--- config.mk ---
export PLATFORM = sky130hd
export DESIGN_NAME = alu_addsub_seq
export DESIGN_NICKNAME = d
export VERILOG_FILES = /design/src/rtl/alu_addsub_seq.sv
export SDC_FILE = /design/constraint.sdc
export NUM_CORES = 1
export LEC_CHECK = 0
export CELL_PAD_IN_SITES_DETAIL_PLACEMENT = 1
export CELL_PAD_IN_SITES_GLOBAL_PLACEMENT = 1
export CORE_MARGIN = 4
export CORE_UTILIZATION = 42
export DETAILED_ROUTE_END_ITERATION = 7
export PLACE_DENSITY = 0.78
export SYNTH_ARGS = -nofsm -noshare
export SYNTH_HDL_FRONTEND = slang
export SYNTH_SLANG_ARGS = --single-unit
--- constraint.sdc ---
create_clock -name clk -period 5 [get_ports clk]
set_clock_uncertainty 0.15 [all_clocks]
set_input_delay 0.75 -clock clk [delete_from_list [all_inputs] [get_ports clk]]
set_output_delay 0.75 -clock clk [all_outputs]
set_load 0.01 [all_outputs]
--- src/rtl/alu_addsub_seq.sv ---
// Multi-cycle adder/subtractor: CHUNK bits per cycle through a registered carry chain,
// signed/unsigned overflow detection, optional saturation, start/done handshake.
module alu_addsub_seq #(
    parameter int unsigned WIDTH = 8,
    parameter int unsigned CHUNK = 4
) (
    input  logic             clk,
    input  logic             rst_n,
    input  logic             start,
    input  logic             op_sub,
    input  logic             signed_mode,
    input  logic             sat_en,
    input  logic [WIDTH-1:0] a,
    input  logic [WIDTH-1:0] b,
    output logic [WIDTH-1:0] result,
    output logic             carry,
    output logic             overflow,
    output logic             zero,
    output logic             negative,
    output logic             busy,
    output logic             done
);

    localparam int unsigned N    = WIDTH / CHUNK;
    localparam int unsigned CntW = (N > 1) ? $clog2(N) : 1;

    if ((CHUNK == 0) || (WIDTH < 2) || ((WIDTH % CHUNK) != 0)) begin : g_bad_params
        $error("alu_addsub_seq: WIDTH must be >= 2 and a multiple of CHUNK");
    end

    typedef enum logic [0:0] {StIdle, StCalc} state_e;

    state_e            r_state;
    state_e            w_state_next;

    logic [WIDTH-1:0]  r_a;
    logic [WIDTH-1:0]  r_b;
    logic [WIDTH-1:0]  r_sum;
    logic              r_sub;
    logic              r_signed;
    logic              r_sat;
    logic              r_carry;
    logic [CntW-1:0]   r_cnt;

    logic [WIDTH-1:0]  r_result;
    logic              r_carry_flag;
    logic              r_overflow;
    logic              r_zero;
    logic              r_negative;
    logic              r_done;

    logic [CHUNK-1:0]  w_a_chunk;
    logic [CHUNK-1:0]  w_b_chunk;
    logic [CHUNK:0]    w_chunk_sum;
    logic [WIDTH-1:0]  w_sum_full;
    logic              w_last;
    logic              w_cout;
    logic              w_msb_cin;
    logic              w_ovf;
    logic [WIDTH-1:0]  w_sat_val;
    logic [WIDTH-1:0]  w_final;

    // Datapath for the chunk selected by the counter
    always_comb begin
        w_a_chunk   = r_a[r_cnt*CHUNK +: CHUNK];
        w_b_chunk   = r_b[r_cnt*CHUNK +: CHUNK];
        w_chunk_sum = {1'b0, w_a_chunk} + {1'b0, w_b_chunk} + {{CHUNK{1'b0}}, r_carry};
        w_sum_full  = r_sum;
        w_sum_full[r_cnt*CHUNK +: CHUNK] = w_chunk_sum[CHUNK-1:0];
        w_last      = (r_cnt == CntW'(N - 1));
        w_cout      = w_chunk_sum[CHUNK];
    end

    // Carry into the MSB recovered from the MSB sum bit: s = a ^ b ^ cin
    always_comb begin
        w_msb_cin = r_a[WIDTH-1] ^ r_b[WIDTH-1] ^ w_sum_full[WIDTH-1];
        if (r_signed) begin
            w_ovf = w_msb_cin ^ w_cout;
        end else begin
            w_ovf = r_sub ? ~w_cout : w_cout;
        end
    end

    always_comb begin
        w_sat_val = '0;
        if (r_signed) begin
            w_sat_val = r_a[WIDTH-1] ? {1'b1, {(WIDTH-1){1'b0}}} : {1'b0, {(WIDTH-1){1'b1}}};
        end else begin
            w_sat_val = r_sub ? {WIDTH{1'b0}} : {WIDTH{1'b1}};
        end
        w_final = (r_sat && w_ovf) ? w_sat_val : w_sum_full;
    end

    always_comb begin
        w_state_next = r_state;
        unique case (r_state)
            StIdle:  if (start) w_state_next = StCalc;
            StCalc:  if (w_last) w_state_next = StIdle;
            default: w_state_next = StIdle;
        endcase
    end

    always_ff @(posedge clk or negedge rst_n) begin
        if (!rst_n) begin
            r_state <= StIdle;
        end else begin
            r_state <= w_state_next;
        end
    end

    always_ff @(posedge clk or negedge rst_n) begin
        if (!rst_n) begin
            r_a          <= '0;
            r_b          <= '0;
            r_sum        <= '0;
            r_sub        <= 1'b0;
            r_signed     <= 1'b0;
            r_sat        <= 1'b0;
            r_carry      <= 1'b0;
            r_cnt        <= '0;
            r_result     <= '0;
            r_carry_flag <= 1'b0;
            r_overflow   <= 1'b0;
            r_zero       <= 1'b0;
            r_negative   <= 1'b0;
            r_done       <= 1'b0;
        end else begin
            r_done <= 1'b0;
            if (r_state == StIdle) begin
                if (start) begin
                    r_a      <= a;
                    r_b      <= op_sub ? ~b : b;
                    r_sum    <= '0;
                    r_sub    <= op_sub;
                    r_signed <= signed_mode;
                    r_sat    <= sat_en;
                    r_carry  <= op_sub;
                    r_cnt    <= '0;
                end
            end else begin
                r_sum   <= w_sum_full;
                r_carry <= w_cout;
                r_cnt   <= r_cnt + 1'b1;
                if (w_last) begin
                    r_cnt        <= '0;
                    r_result     <= w_final;
                    r_carry_flag <= w_cout;
                    r_overflow   <= w_ovf;
                    r_zero       <= (w_final == '0);
                    r_negative   <= w_final[WIDTH-1];
                    r_done       <= 1'b1;
                end
            end
        end
    end

    assign result   = r_result;
    assign carry    = r_carry_flag;
    assign overflow = r_overflow;
    assign zero     = r_zero;
    assign negative = r_negative;
    assign busy     = (r_state == StCalc);
    assign done     = r_done;

endmodule
==> impl_results.md, run 1 <==
- Full die area: 0.00654 mm2
- Cell with the most instances after synthesis: dfrtp_1
- Share of layout cells above drive strength 1: between 10% and 20%
- Site Rows: 26
- Placed insts: 296
- Vias: 1625
- Clk slew on worst S/H paths: 0.08 ns
- Crit path kind: flop to flop
- Min-Delay Path Class: flop to flop
- Slew HR: 33.3%
- Yosys top cell area share: 44.9%
- TritonCTS clock tree: done
- Register area share after synthesis: 44.9%
- Post-route clock period utilization: 74.3%
- Leakage: 1.12 nW
- Post-CTS Repair Setup Buffers: 0
- Bufs on Longest Clock Path: 2
- Final min period: between 3 and 4 ns
- Largest net degree at the start of global routing: 41
- Routed Antenna Nets: 0
- Final Wtd Congestion: 0.817
- Fin. max-slew vios: 0
- CTS sink count: 40
- Final nets: 260
- Chip Height: ~81 um
- Final antenna diode count: 0
- RSZ-0062 raised after global routing: false
- Synth Cell Area: 0.00223 mm2
- Pwr Total: between 2 and 2.5 mW
- Vias per inst: approximately 5.3
- Wire per inst: 15.8 um
- YS warnings: 0
- DP HPWL: approximately 3400 um
- Critical Path AT: 3.75 ns
- Ports: 36
- Syn Inst Count: 204
- CP Max Fanout: 17
- Maximum clock frequency: approximately 270 MHz
- Initial DRC Count: 79
- EDFF count, synth: 0
- Max cap viols: 0
- Most used DFF post-synth: dfrtp_1
- Grt ovf: 0
- Die width: 80.9 um
- P&R area growth vs syn: 20.7%
- Outcome: finished, final reports clean
- Core Footprint: between 0.005 and 0.006 mm2
- Top cells by count, synth: dfrtp_1, nand2_1, mux2_2
- Largest area contributor in the netlist: dfrtp_1
- Worst Setup End Kind: flop
- Syn Nets: 231
- Root Driver: clkbuf_8
- Least-Margin Pin Slew: 1.00 ns
- Mean Syn Cell Area: 10.9 um2
- R2R setup slack: 1.29 ns
- Resized cells post-CTS: 0
- Initial antenna violation count: 0
- Starting Density: 43.4%
- CTS Buf Count: 5
- First-pass GRT wire length: 8110 um
- Largest cells by area after synthesis: dfrtp_1, mux2_2, xnor2_1
- Req. time, crit path: between 5 and 6 ns
- Ys async rst share: 100%
- Vias in the first global route: about 1700
- Total track usage: between 15 and 20%
- Pwr per Cell Area: 806 mW/mm2
- Endpoints failing hold: 0
- Final Non-Filler Cells: slightly above 300
- Yosys reg bits: 40
- Peak VDD IR: around 0.27 mV
- 1st-pass router iterations: 4
- WL final: 4790 um
- # DRC: 0
- H-tree depth: 2
- Worst-Skew Late Latency: approximately 0.30 ns
- Final setup violation count: 0
- # fillers: between 500 and 600
- Post-route setup TNS: 0 ns
- Port bufs: 35
- CP startpoint kind: flop
- Netlist cell types: 49
- Post-CTS Hold Buffers: 0
layout make-up:
| type | count | area (um2) | share of cell area [%] |
|---|---|---|---|
| inverters | 8 | 43.8 | 1.63 |
| clock buffers | 7 | 86.3 | 3.21 |
| flip-flops and latches | 40 | 1000 | 37.2 |
| clock inverters | 1 | 7.51 | 0.279 |
| well taps | 70 | 87.6 | 3.25 |
| repair buffers | 35 | 345 | 12.8 |
| multi-input cells | 143 | 1120 | 41.6 |
flip-flops by register name, indices dropped and copies added (netlist names), 6 cells and up:
register / count
r_a: 8
r_b: 8
result: 8
r_sum: 6
power breakdown:
group          leakage (nW)  internal, mW  switching [mW]
combinational         0.588         0.639           0.666
clock                0.0445         0.112           0.116
sequential            0.492         0.484           0.153
layer usage:
layer / wire [um] / global-route usage [%] / vias to the layer above
met5: 0 / 0 / -
met3: 211 / 3.66 / 6
li1: - / - / 788
met1: 2170 / 20.3 / 794
met2: 2330 / 26.8 / 37
met4: 81 / 5.74 / 0
cells by family after synthesis:
family                     Yosys count  synth area share, %
xor gates and xnor gates            13                 5.11
buffers and inverters               21                 4.88
muxes                               25                 12.5
DFF                                 40                 44.9
adders and majority gates            5                 3.48
and+or+nand+nor                     56                 13.5
AOI/OAI and AO/OA                   44                 15.7
per-stage QoR:
| step | setup WS (ns) | area, um2 | util, % | hold slack, ns |
|---|---|---|---|---|
| final | 1.29 | 2690 | 52.4 | 0.341 |
| after detailed placement | 1.35 | 2600 | 50.5 | 0.332 |
| after floorplan | 1.45 | 2230 | - | 0.300 |
| after global routing | 1.07 | 2690 | 52.4 | 0.372 |
| after global placement | 1.47 | 2600 | 50.5 | 0.317 |
| after CTS | 1.25 | 2690 | 52.4 | 0.353 |
critical path, cell delays in order, from the launching register on:
cell	delay [ns]
dfrtp_1	0.76
mux2_2	0.43
fa_1	0.43
inv_1	0.10
fa_1	0.23
nand2b_1	0.17
a21oi_2	0.13
or3_1	0.42
mux2_4	0.30
and2_4	0.17
a311o_1	0.31
layout by cell type, fill, tap and decap left out, types with 7 or more instances in the layout:
cell and count:
inv_1 7, clkdlybuf4s50_1 34, and2_1 8, nand2_1 18, a311o_1 7, mux2_2 17
xnor2_1 12, o21ai_1 10, dfrtp_1 40
final timing paths:
kind	startpoint	to	depth (start not counted)
worst max-delay path	r_cnt	result[5]	10
worst min-delay path	carry	carry	2
worst max register to register	r_cnt	result[5]	10
worst min register to register	carry	carry	2
max in group asynchronous	rst_n	zero	1
min in group asynchronous	rst_n	result[0]	1
(Power assumes the default switching activity.)
==> run 2, diff against run 1 <==
Clock period 5 ns to 3.7 ns, I/O delays scaled along.
==> run 2 against run 1 <==
Design area rose by 2.1%. Sequential power up 31%. Via count is 2.3% lower. Fmax up 7.9%. Sequential share of layout area decreased by 0.78 points. Critical path depth stayed put. Register-to-register slack got worse by 1.0 ns. Count of clock-buffer cells in the layout down 2. Clock power grew 80%. Critical endpoint unchanged.
==> impl_results.md, run 2 (synthesized netlist as in run 1, its figures left out) <==
- Share of layout cells above drive strength 1: 16.5%
- Post-CTS Repair Setup Buffers: 0
- Place WS: 0.309 ns
- Reg-to-reg endpoint: result[5]
- Clock power share: a little over an eighth
- Post-CTS Hold Buffers: 0
- Ports: 36
- Max stage delay on crit path: between 0.5 and 0.6 ns
- Final min period: 3.44 ns
- R2R depth: 10
- Peak VDD IR: 0.368 mV
- Most common cell after layout, fill and taps aside: dfrtp_1
- Initial antenna violation count: 0
- H-tree depth: 2
- Placed insts: 299
- Post-route setup TNS: 0 ns
- Maximum clock frequency: 290 MHz
- Area after DPL: 0.00262 mm2
- Min-Delay Path Class: primary input to async pin
- Endpoints failing hold: 0
- Routed Antenna Nets: 0
- Vias in the first global route: 1719
- Largest net degree at the start of global routing: 41
- Vias per inst: 5.19
- Outcome: finished, final reports clean
- CP Capture Point: result[5]
- Setup ws final: about 0.26 ns
- Pwr per Cell Area: 1120 mW/mm2
- CP startpoint: r_cnt
- Final Wtd Congestion: 0.827
- Least-Margin Pin Slew: 0.891 ns
- RSZ-0062 raised after global routing: false
- Pwr Total: 3.08 mW
- Worst-path cell chain: mux2_2, fa_1, inv_1, fa_1, nand2b_1, a21oi_2, or3_1, mux2_4, and2_4, a311o_1
- CTS Buf Count: 5
- Register Area: approximately 0.001 mm2
- WL final: 4650 um
- Worst Setup End Kind: flop
- Site Rows: 26
- Leakage: 1.16 nW
- Post-Route Utilization: 53.5%
- Total track usage: ~16%
- DP HPWL: 3510 um
- Slew HR: 40.6%
- Internal: 1.80 mW
- R2R setup slack: 0.26 ns
- Vias: approximately 1600
- Hold_ws: 0.225 ns
- Sw frac: 41.4%
- R2r startpoint: r_cnt
- Clk slew on worst S/H paths: 0.08 ns
- Final setup violation count: 0
- Worst-Skew Late Latency: 0.29 ns
- Full die area: between 0.006 and 0.007 mm2
- Multi-input combinational cell area: roughly 0.0011 mm2
- Crit path top cell by count: fa_1
- Bufs on Longest Clock Path: 2
- First-pass GRT wire length: 8190 um
- Core Footprint: 0.00514 mm2
- Power share of the sequential group: 27.2%
- Grt ovf: 0
- Final antenna diode count: 0
- Final Non-Filler Cells: between 300 and 400
- Most frequent cells in the layout: dfrtp_1, clkdlybuf4s50_1, nand2_1
- Final nets: 263
- Switch Pwr: 1.27 mW
- Req. time, crit path: 3.72 ns
- Post-route clock period utilization: approximately 93%
- # DRC: 0
- Post-route cell area: around 0.0027 mm2
- Die width: between 80 and 90 um
- P&R area growth vs syn: 23.3%
- 1st-pass router iterations: 4
- CP Max Fanout: 10
- Critical Path AT: between 3 and 4 ns
- Max cap viols: 0
- Fin. max-slew vios: 0
- Chip Height: 80.9 um
- # fillers: 586
- Port bufs: 35
- Crit path kind: flop to flop
- Resized cells post-CTS: 0
- CTS sink count: 40
- Wire per inst: approximately 15 um
- TritonCTS clock tree: done
- Initial DRC Count: between 100 and 150
- Starting Density: 43.4%
- Comb pwr share: 59.4%
- Worst path slowest cell: dfrtp_1
- CP startpoint kind: flop
- Root Driver: clkbuf_8
[run 2: changes by cell type in the layout (fill, tap and decap cells not counted), sizes merged]
cell | before | now
buf | 1 | 4
bufinv | 1 | 3
clkinvlp | 1 | 0
clkbuf | 7 | 5
[run 2: metal layers]
| metal | vias up | global-route usage, % | part of all wire [%] |
|---|---|---|---|
| met1 | 758 | 20.3 | 47 |
| met2 | 36 | 28.1 | 49 |
| li1 | 788 | - | - |
| met5 | - | 0 | 0 |
| met3 | 5 | 2.66 | 3.7 |
| met4 | 0 | 4.05 | 0.86 |
[run 2: layout make-up]
type                            count  share of cell area (%)
Clock buffer                        5                    2.50
Timing Repair Buffer               38                    13.4
Inverter                            8                    1.59
Sequential cell                    40                    36.4
Clock inverter                      2                    2.18
Multi-Input combinational cell    143                    40.7
Tap cell                           70                    3.19
[run 2: worst min path at each step]
stage | from | endpoint | slack [ns] | depth (start not counted)
finish | rst_n | result[0] | 0.23 | 1
global route | rst_n | r_sum[6] | 0.31 | 1
CTS | rst_n | r_sum[6] | 0.27 | 1
detailed placement | carry | carry | 0.32 | 2
global placement | r_b[2] | r_b[2] | 0.32 | 2
floorplan | rst_n | busy | 0.11 | 0
[run 2: power by group through the flow]
stage	clock (mW)	sequential [mW]	combinational (mW)
after floorplan	0	0.800	1.38
after global placement	0	0.838	1.76
after detailed placement	0	0.849	1.82
after CTS	0.422	0.841	1.85
after global routing	0.443	0.876	2.04
final	0.412	0.836	1.83
[run 2: worst max-delay path: cells and delay by family (launching register included)]
family                     cells  cell delay [ns]
and+or+nand+nor                3             0.76
muxes                          2             0.70
adders and majority gates      2             0.62
DFF                            1             0.55
AOI/OAI and AO/OA              2             0.46
buffers and inverters          1             0.08
